===== config.mk =====
export PLATFORM = sky130hd
export DESIGN_NAME = seq_train_scheduler
export DESIGN_NICKNAME = d
export VERILOG_FILES = /design/src/rtl/seq_train_scheduler.sv
export SDC_FILE = /design/constraint.sdc
export NUM_CORES = 1
export LEC_CHECK = 0
export ABC_AREA = 1
export BUFFER_PORTS_ARGS = -buffer_cell sky130_fd_sc_hd__buf_2
export CORE_AREA = 3 3 117 119
export DETAILED_ROUTE_END_ITERATION = 7
export DIE_AREA = 0 0 120 122
export HOLD_SLACK_MARGIN = 0.02
export PLACE_DENSITY = 0.77
export SKIP_LAST_GASP = 1
export SLEW_MARGIN = 20
export SYNTH_ARGS = -nofsm -noshare
export SYNTH_HDL_FRONTEND = slang
export SYNTH_SLANG_ARGS = --single-unit

===== constraint.sdc =====
create_clock -name clk -period 12.82 [get_ports clk]
set_clock_uncertainty 0.2 [all_clocks]
set_input_delay 3.205 -clock clk [delete_from_list [all_inputs] [get_ports clk]]
set_output_delay 3.205 -clock clk [all_outputs]
set_load 0.02 [all_outputs]

===== src/rtl/seq_train_scheduler.sv =====
// Purpose : gamma-synchronous training sequencer; walks a small table of
//           (input current, dwell) entries for N training rounds with
//           plasticity on, then optionally one frozen probe pass that scores
//           predictor error against ERR_TOL.
// Latency : stimulus changes on the clk carrying cycle_start; the first
//           stimulus appears 1..CYCLE_LEN clks after start.
// Backpressure: none; start/cfg_we are dropped while busy, abort always wins.
//
// Ports:
//   clk, rst              clock, asynchronous active-high reset
//   cycle_start           gamma cycle boundary pulse
//   cfg_we/addr/cur/dwell table write port (IDLE only)
//   n_pat_m1, n_rounds,   run configuration, sampled on start
//   probe_en
//   start, abort          run control
//   error_out/valid       predictor error stream, scored during probe
//   cur_out, learn_en,    stimulus and plasticity enable to the neuron chain
//   pat_idx
//   busy, done            status; done is a one-clk completion pulse
//   hit_cnt, sample_cnt   probe score, held until the next start
module seq_train_scheduler #(
    parameter int          N_PAT   = 4,
    parameter logic [7:0]  ERR_TOL = 8'd8,
    parameter int          CNT_W   = 16,
    localparam int         IDX_W   = $clog2(N_PAT)
) (
    input  logic             clk,
    input  logic             rst,
    input  logic             cycle_start,
    input  logic             cfg_we,
    input  logic [IDX_W-1:0] cfg_addr,
    input  logic [7:0]       cfg_cur,
    input  logic [7:0]       cfg_dwell,
    input  logic [IDX_W-1:0] n_pat_m1,
    input  logic [7:0]       n_rounds,
    input  logic             probe_en,
    input  logic             start,
    input  logic             abort,
    input  logic [7:0]       error_out,
    input  logic             error_valid,
    output logic [7:0]       cur_out,
    output logic             learn_en,
    output logic [IDX_W-1:0] pat_idx,
    output logic             busy,
    output logic             done,
    output logic [CNT_W-1:0] hit_cnt,
    output logic [CNT_W-1:0] sample_cnt
);

    typedef enum logic [2:0] {
        S_IDLE,
        S_ARM,
        S_TRAIN,
        S_PROBE,
        S_FIN
    } state_t;

    state_t state_q, state_d;

    // Pattern table
    logic [7:0] cur_tab   [N_PAT];
    logic [7:0] dwell_tab [N_PAT];

    // Run configuration latched at start
    logic [IDX_W-1:0] n_pat_m1_q;
    logic [7:0]       n_rounds_q;
    logic             probe_en_q;

    // Walk state
    logic [7:0] dwell_cnt;
    logic [7:0] round_cnt;

    // Control strobes from the next-state logic
    logic             latch_cfg;
    logic             load_en;
    logic [IDX_W-1:0] load_idx;
    logic             dec_en;
    logic             round_clr;
    logic             round_inc;
    logic             clr_out;

    logic       dwell_last;
    logic       pat_last;
    logic       round_more;
    logic [7:0] load_dwell;
    logic       count_en;

    assign dwell_last = (dwell_cnt == 8'd1);
    assign pat_last   = (pat_idx == n_pat_m1_q);
    // Compare in 9 bits so round_cnt+1 cannot wrap at 255.
    assign round_more = (({1'b0, round_cnt} + 9'd1) < {1'b0, n_rounds_q});
    // A zero dwell still occupies one gamma cycle.
    assign load_dwell = (dwell_tab[load_idx] == 8'd0) ? 8'd1 : dwell_tab[load_idx];

    assign busy     = (state_q != S_IDLE);
    assign done     = (state_q == S_FIN);
    assign learn_en = (state_q == S_TRAIN);
    assign count_en = (state_q == S_PROBE) && error_valid && !abort;

    // ------------------------------------------------------------------
    // State register
    // ------------------------------------------------------------------
    always_ff @(posedge clk or posedge rst) begin
        if (rst) begin
            state_q <= S_IDLE;
        end else begin
            state_q <= state_d;
        end
    end

    // ------------------------------------------------------------------
    // Next-state and control strobes
    // ------------------------------------------------------------------
    always_comb begin
        state_d   = state_q;
        latch_cfg = 1'b0;
        load_en   = 1'b0;
        load_idx  = '0;
        dec_en    = 1'b0;
        round_clr = 1'b0;
        round_inc = 1'b0;
        clr_out   = 1'b0;

        if (abort) begin
            state_d = S_IDLE;
            clr_out = 1'b1;
        end else begin
            case (state_q)
                S_IDLE: begin
                    if (start) begin
                        state_d   = S_ARM;
                        latch_cfg = 1'b1;
                    end
                end

                S_ARM: begin
                    if (cycle_start) begin
                        if (n_rounds_q != 8'd0) begin
                            state_d   = S_TRAIN;
                            load_en   = 1'b1;
                            round_clr = 1'b1;
                        end else if (probe_en_q) begin
                            state_d = S_PROBE;
                            load_en = 1'b1;
                        end else begin
                            state_d = S_FIN;
                            clr_out = 1'b1;
                        end
                    end
                end

                S_TRAIN: begin
                    if (cycle_start) begin
                        if (!dwell_last) begin
                            dec_en = 1'b1;
                        end else if (!pat_last) begin
                            load_en  = 1'b1;
                            load_idx = pat_idx + IDX_W'(1);
                        end else if (round_more) begin
                            load_en   = 1'b1;
                            round_inc = 1'b1;
                        end else if (probe_en_q) begin
                            state_d = S_PROBE;
                            load_en = 1'b1;
                        end else begin
                            state_d = S_FIN;
                            clr_out = 1'b1;
                        end
                    end
                end

                S_PROBE: begin
                    if (cycle_start) begin
                        if (!dwell_last) begin
                            dec_en = 1'b1;
                        end else if (!pat_last) begin
                            load_en  = 1'b1;
                            load_idx = pat_idx + IDX_W'(1);
                        end else begin
                            state_d = S_FIN;
                            clr_out = 1'b1;
                        end
                    end
                end

                S_FIN: begin
                    state_d = S_IDLE;
                end

                default: begin
                    state_d = S_IDLE;
                    clr_out = 1'b1;
                end
            endcase
        end
    end

    // ------------------------------------------------------------------
    // Pattern table; writable only while idle
    // ------------------------------------------------------------------
    always_ff @(posedge clk or posedge rst) begin
        if (rst) begin
            for (int i = 0; i < N_PAT; i++) begin
                cur_tab[i]   <= 8'd0;
                dwell_tab[i] <= 8'd1;
            end
        end else if (cfg_we && (state_q == S_IDLE) && !abort) begin
            cur_tab[cfg_addr]   <= cfg_cur;
            dwell_tab[cfg_addr] <= cfg_dwell;
        end
    end

    // ------------------------------------------------------------------
    // Run configuration and pattern walk
    // ------------------------------------------------------------------
    always_ff @(posedge clk or posedge rst) begin
        if (rst) begin
            n_pat_m1_q <= '0;
            n_rounds_q <= 8'd0;
            probe_en_q <= 1'b0;
            pat_idx    <= '0;
            dwell_cnt  <= 8'd1;
            round_cnt  <= 8'd0;
            cur_out    <= 8'd0;
        end else begin
            if (latch_cfg) begin
                n_pat_m1_q <= n_pat_m1;
                n_rounds_q <= n_rounds;
                probe_en_q <= probe_en;
            end

            if (round_clr) begin
                round_cnt <= 8'd0;
            end else if (round_inc) begin
                round_cnt <= round_cnt + 8'd1;
            end

            if (load_en) begin
                pat_idx   <= load_idx;
                dwell_cnt <= load_dwell;
                cur_out   <= cur_tab[load_idx];
            end else if (dec_en) begin
                dwell_cnt <= dwell_cnt - 8'd1;
            end

            // Parking pat_idx at 0 keeps it within any later, smaller n_pat_m1.
            if (clr_out) begin
                cur_out <= 8'd0;
                pat_idx <= '0;
            end
        end
    end

    // ------------------------------------------------------------------
    // Probe scoring: saturating counters, cleared on start, held otherwise
    // ------------------------------------------------------------------
    always_ff @(posedge clk or posedge rst) begin
        if (rst) begin
            hit_cnt    <= '0;
            sample_cnt <= '0;
        end else if (latch_cfg) begin
            hit_cnt    <= '0;
            sample_cnt <= '0;
        end else if (count_en) begin
            if (sample_cnt != {CNT_W{1'b1}}) begin
                sample_cnt <= sample_cnt + CNT_W'(1);
            end
            if ((error_out <= ERR_TOL) && (hit_cnt != {CNT_W{1'b1}})) begin
                hit_cnt <= hit_cnt + CNT_W'(1);
            end
        end
    end

endmodule

Yosys cells after proc, flatten, opt, wreduce, memory -nomap -nowiden
Cells that the tools add are included.
- $add $sub $neg: 6
- reduce and logical (&&, ||, !) cells: 22
- magnitude comparators: 5
- equal/unequal tests: 17
- mux-type cells: 84
- bitwise logic cells: 2
- operator list (cell ; number):
    2-to-1 mux 16 bit ; 6
    2-to-1 mux 8 bit ; 12
    bitwise mux 32 bit ; 2
    2-to-1 mux 1 bit ; 39
    2-to-1 mux 3 bit ; 12
    adder 16 x 1 -> 16 bit, second input constant ; 2
    binary-select mux 8 bit (select 2 bit) ; 2
    inequality test 16 bit, second input constant ; 2
    inequality test 3 bit, second input constant ; 7
    demux 8 bit (select 2 bit) ; 1
    2-to-1 mux 2 bit ; 7
    one-hot mux 3 bit (4 select lines) ; 1
    nonzero test 2 bit ; 6
    adder 8 x 1 -> 9 bit, second input constant ; 1
    < comparator 9 x 8 -> 1 bit ; 1
    AND reduction 9 bit ; 1
    adder 8 x 1 -> 8 bit, second input constant ; 1
    equality test 8 x 1 -> 1 bit, second input constant ; 1
    less-or-equal comparator 8 x 4 -> 1 bit, second input constant ; 1
    zero test 8 bit ; 1
    nonzero test 8 bit ; 1
    subtractor 8 x 1 -> 8 bit, second input constant ; 1
    equality test 3 x 2 -> 1 bit, second input constant ; 2
    greater-or-equal comparator 3 bit, second input constant ; 2
    15 further kinds ; 24
- logic and storage cells: 154
- bits in registers: 136

Depth between registers and ports, before layout
- depth in word-level cells: 13
- gate-level depth with buffers: 24
- mapped depth without buffers: 24

Least setup slack after synthesis
OpenSTA, ideal clock, no wires.
- path type: input to register
- from: in abort
- to: reg cur_out[7]
- data required time: 12.502 ns
- setup slack: 8.126 ns
- stages on the path: 12
- arrival: 4.376 ns
- cells stage by stage: inv_1 nand2_1 nor2_1 nand2_4 inv_2 nand2_2 buf_4 buf_2 nor2_1 o22ai_1 nand2_1 nand2_1
- longest elaborated chain between the ends: 7
- elaborated cells between the ends (all ways): 10
- those cells by class: mux (8); bitwise (1); reduce/logical (1)
- RTL lines (what ; RTL line ; text):
    start: declaration ; 38 ; input logic abort,
    2-to-1 mux 2 bit ; 124 ; if (abort) begin
    NOT 2 -> 3 bit (not written as such) ; 241 ; cur_out <= cur_tab[load_idx];
    binary-select mux 8 bit (select 2 bit) ; 241 ;
    2-to-1 mux 8 bit (not written as such) (2 in a row) ; 241 ;
    2-to-1 mux 8 bit ; 238 ; if (load_en) begin
    2-to-1 mux 8 bit ; 247 ; if (clr_out) begin
    end signal: assignment ; 241 ;
    end: declaration ; 41 ; output logic [7:0] cur_out,
Several ways; a longest one is shown, not always the timed one. The select of a mux whose other input is x is not followed.
A chain may end at the register's enable or synchronous reset.

Worst setup path after layout
- from: in abort
- to: reg sample_cnt[4]
- longest elaborated chain between the ends: 4
- elaborated cells between the ends (all ways): 7
- those cells by class: mux (2); reduce/logical (5)
- RTL lines (what ; RTL line ; text):
    zero test 1 bit ; 98 ; assign count_en = (state_q == S_PROBE) && error_valid && !abort;
    logical AND 1 bit ; 98 ;
    nonzero test 2 bit (no source line) ; -- ;
    AND reduction 2 bit (no source line) ; -- ;
    end signal: assignment ; 266 ; sample_cnt <= sample_cnt + CNT_W'(1);
    end: declaration ; 47 ; output logic [CNT_W-1:0] sample_cnt
Several ways; a longest one is shown, not always the timed one.

==> impl_metrics.csv <==
group,metric,value,unit
timing,hold_violations,0,
critical_path,crit_required,12920,ps
clock_network,clock_latency,420,ps
global_routing,antenna_found_initial,0,
floorplanning,die_h,122,um
route,drtIter0Drc,626,
floorplanning,rows,41,
final_layout,drive_gt1_share,15.2,%
final_layout,multi_input_area,3180,um^2
route,ant_nets,0,
route,wire_per_inst,14.0,um
final_layout,nets,1063,
route,first_pass_iters,5,
timing,fin_hold_ws,279,ps
placement,gp_congestion,0.888,
route,dr_total_vias,6375,
timing,worstMarginPinSlew,1040,ps
final_layout,fin_cells,1191,
clock_network,cts_resized,0,
yosys,avgSynthCellArea,7.74,um^2
power,p_per_area,200,nW/um^2
hold_path,hp-class,"reg2reg",
critical_path,worstSetupPathType,"in2reg",
yosys,netlist_area,7190,um^2
critical_path,end_kind,"register",
critical_path,arrival,5500,ps
yosys,synth_cell_type_count,43,
placement,placed_cells,1160,
global_routing,grt.total_usage,23.7,%
route,vias_per_cell,5.35,
timing,rsz0062_at_grt,"false",
clock_network,cts_tree,"yes",
clock_network,hold_buffers,0,
timing,relSlewSlack,30.8,%
clock_network,clk_path_buf_depth,2,
floorplanning,dieWidth,120,um
run,max_cap_violations,0,
global_routing,grt_max_degree,73,
final_layout,antenna_cells,0,
final_layout,seqCellArea,3410,um^2
global_routing,first_global_vias,5955,
timing,setup_violations,0,
floorplanning,die-area,14600,um^2
clock_network,cts-root-buf,"clkbuf_16",
run_status,status,"finished clean",
final_layout,fillers,1083,
floorplanning,start_util,56.7,%
power,peakVddDrop,122,uV
yosys,ys.warnings.count,0,
yosys,syn_inst,929,
route,drc,0,
clock_network,post_cts_buffers,0,
timing,post-route-min-period,5400,ps
floorplanning,io_pins,89,
critical_path,crit_path_max_fanout,31,
yosys,ys_seq_area_share,47.4,%
timing,finalCritPeriodShare,42.1,%
floorplanning,core_area,12700,um^2
timing,setup_tns,0,ps
critical_path,crit_path_start_kind,"input pin",
power,p_leak,4.15,nW
yosys,ys_ff_latch,136,
clock_network,clk_pin_slew,60,ps
global_routing,overflow,0,
clock_network,cts_made_buffers,17,
route,routed_wl,16700,um
placement,io_buffers,88,
yosys,synthesis.nets,985,
final_layout,syn_to_final_growth,15.6,%
timing,finalMaxSlewViolations,0,
timing,clock.fmax,185,MHz
global_routing,grt_pass1_wl,28000,um
clock_network,clock_sinks,136,
clock_network,cts-htree-levels,4,
placement,place_hpwl,11200,um
[worst max-delay path, stage by stage]
cell and delay [ps]:
buf_2 130, nor2_1 200, nand2_1 630, nand2_1 630, inv_2 150, nor3_1 280
nand3_1 120, nand2_1 90, nor2_1 60
[metrics by stage]
stage | util, % | setup WS (ps) | power (mW) | cell area, um^2
4_1_cts | 65.6 | 7460 | 1.67 | 8310
2_1_floorplan | - | 5780 | 1.03 | 7190
3_5_place_dp | 60.7 | 7050 | 1.15 | 7690
6_report | 65.6 | 7420 | 1.66 | 8310
5_1_grt | 65.6 | 7070 | 1.79 | 8310
3_3_place_gp | 60.7 | 7130 | 1.13 | 7690
[state kept, by name, indices dropped and copies added, names as in the netlist]
register and count:
round_cnt 8, state_q 3, n_rounds_q 8, n_pat_m1_q 2
dwell_cnt 8, probe_en_q 1, sample_cnt 16, pat_idx 2
dwell_tab 32, cur_tab 32, hit_cnt 16, cur_out 8
[power breakdown]
part / leakage, nW / switching (mW) / internal (mW) / total [mW]
combinational: 2.11 / 0.299 / 0.172 / 0.471
sequential: 1.76 / 0.0931 / 0.590 / 0.683
clock: 0.287 / 0.174 / 0.335 / 0.508
total: 4.15 / 0.566 / 1.10 / 1.66
[routing by layer]
layer / vias up / GRT usage, % / part of all wire (%)
met5: - / 0 / 0
met4: 0 / 5.80 / 0.88
li1: 3182 / - / -
met1: 2979 / 31.0 / 45
met2: 196 / 39.8 / 48
met3: 18 / 6.17 / 6.4
[synth_stat cells]
| library cell | number | area share (%) |
|---|---|---|
| nor3_2 | 3 | 0.42 |
| nand3_2 | 2 | 0.28 |
| inv_4 | 1 | 0.087 |
| and3_1 | 1 | 0.087 |
| o22ai_1 | 9 | 0.78 |
| clkbuf_1 | 15 | 0.78 |
| nor3_1 | 20 | 1.4 |
| dfstp_2 | 5 | 1.8 |
| nor2_2 | 4 | 0.35 |
| a31oi_1 | 1 | 0.087 |
| and2_1 | 1 | 0.087 |
| a22o_2 | 1 | 0.14 |
| buf_6 | 3 | 0.47 |
| a311oi_1 | 1 | 0.12 |
| o21ai_0 | 126 | 8.8 |
| a2bb2oi_1 | 1 | 0.12 |
| buf_4 | 4 | 0.42 |
| nand4_1 | 14 | 1.2 |
| nand2_2 | 6 | 0.52 |
| xor2_1 | 11 | 1.3 |
| ha_1 | 12 | 2.1 |
| nand3_4 | 1 | 0.24 |
| bufinv_8 | 1 | 0.24 |
| nor4_1 | 3 | 0.26 |
| clkbuf_8 | 1 | 0.19 |
| xnor2_1 | 3 | 0.37 |
| inv_1 | 104 | 5.4 |
| a211oi_1 | 1 | 0.10 |
| nor2_1 | 73 | 3.8 |
| buf_2 | 6 | 0.42 |
| nand2_4 | 3 | 0.47 |
| o211ai_1 | 1 | 0.10 |
| xor2_2 | 1 | 0.23 |
| nor3_4 | 1 | 0.23 |
| nand2_1 | 249 | 13 |
| inv_2 | 7 | 0.37 |
| o21bai_1 | 2 | 0.21 |
| a21oi_1 | 22 | 1.5 |
| o31ai_1 | 8 | 0.84 |
| nand3_1 | 68 | 4.7 |
| dfrtp_1 | 131 | 46 |
| nor2_4 | 1 | 0.16 |
| clkbuf_2 | 1 | 0.070 |
[worst paths after layout]
path | startpoint | slack [ps] | cells after the start | endpoint
max | abort | 7420 | 9 | sample_cnt[4]
min | cur_tab[31] | 280 | 2 | cur_tab[31]
max reg2reg | round_cnt[0] | 9190 | 22 | dwell_cnt[4]
min reg2reg | cur_tab[31] | 280 | 2 | cur_tab[31]
max in group asynchronous | rst | 8430 | 3 | dwell_cnt[5]
min in group asynchronous | rst | 2670 | 2 | cur_tab[12]
[layout by cell type (no fill, tap or decap), drive strengths merged]
master    count
o31ai         8
o21bai        2
nand3        71
bufinv        5
inv         112
o211ai        1
xnor2         3
clkinvlp      3
a2bb2oi       1
a31oi         1
o21ai       126
nor2         78
a21oi        22
a211oi        1
and3          1
ha           12
nand4        14
clkbuf       24
dfrtp       131
nor3         24
o22ai         9
nand2       258
and2          1
buf          89
dfstp         5
a22o          1
nor4          3
xor2         12
a311oi        1
[cells by family (layout without fill, tap and decap cells)]
family,Yosys count,after routing,synth area share (%)
xor gates and xnor gates,15,15,1.93
and+or+nand+nor,450,450,27.3
adders and majority gates,12,12,2.09
buffers and inverters,143,233,8.48
AOI/OAI and AO/OA,173,173,12.8
DFF,136,136,47.4
[final cells by class]
cell class / count / share of cell area (%)
clock buffers: 24 / 5.68
flip-flops and latches: 136 / 41.0
well taps: 172 / 2.59
clock inverters: 7 / 1.72
repair buffers: 89 / 5.39
multi-input cells: 650 / 38.3
inverters: 113 / 5.36
Power figures use the tool's default switching activity.
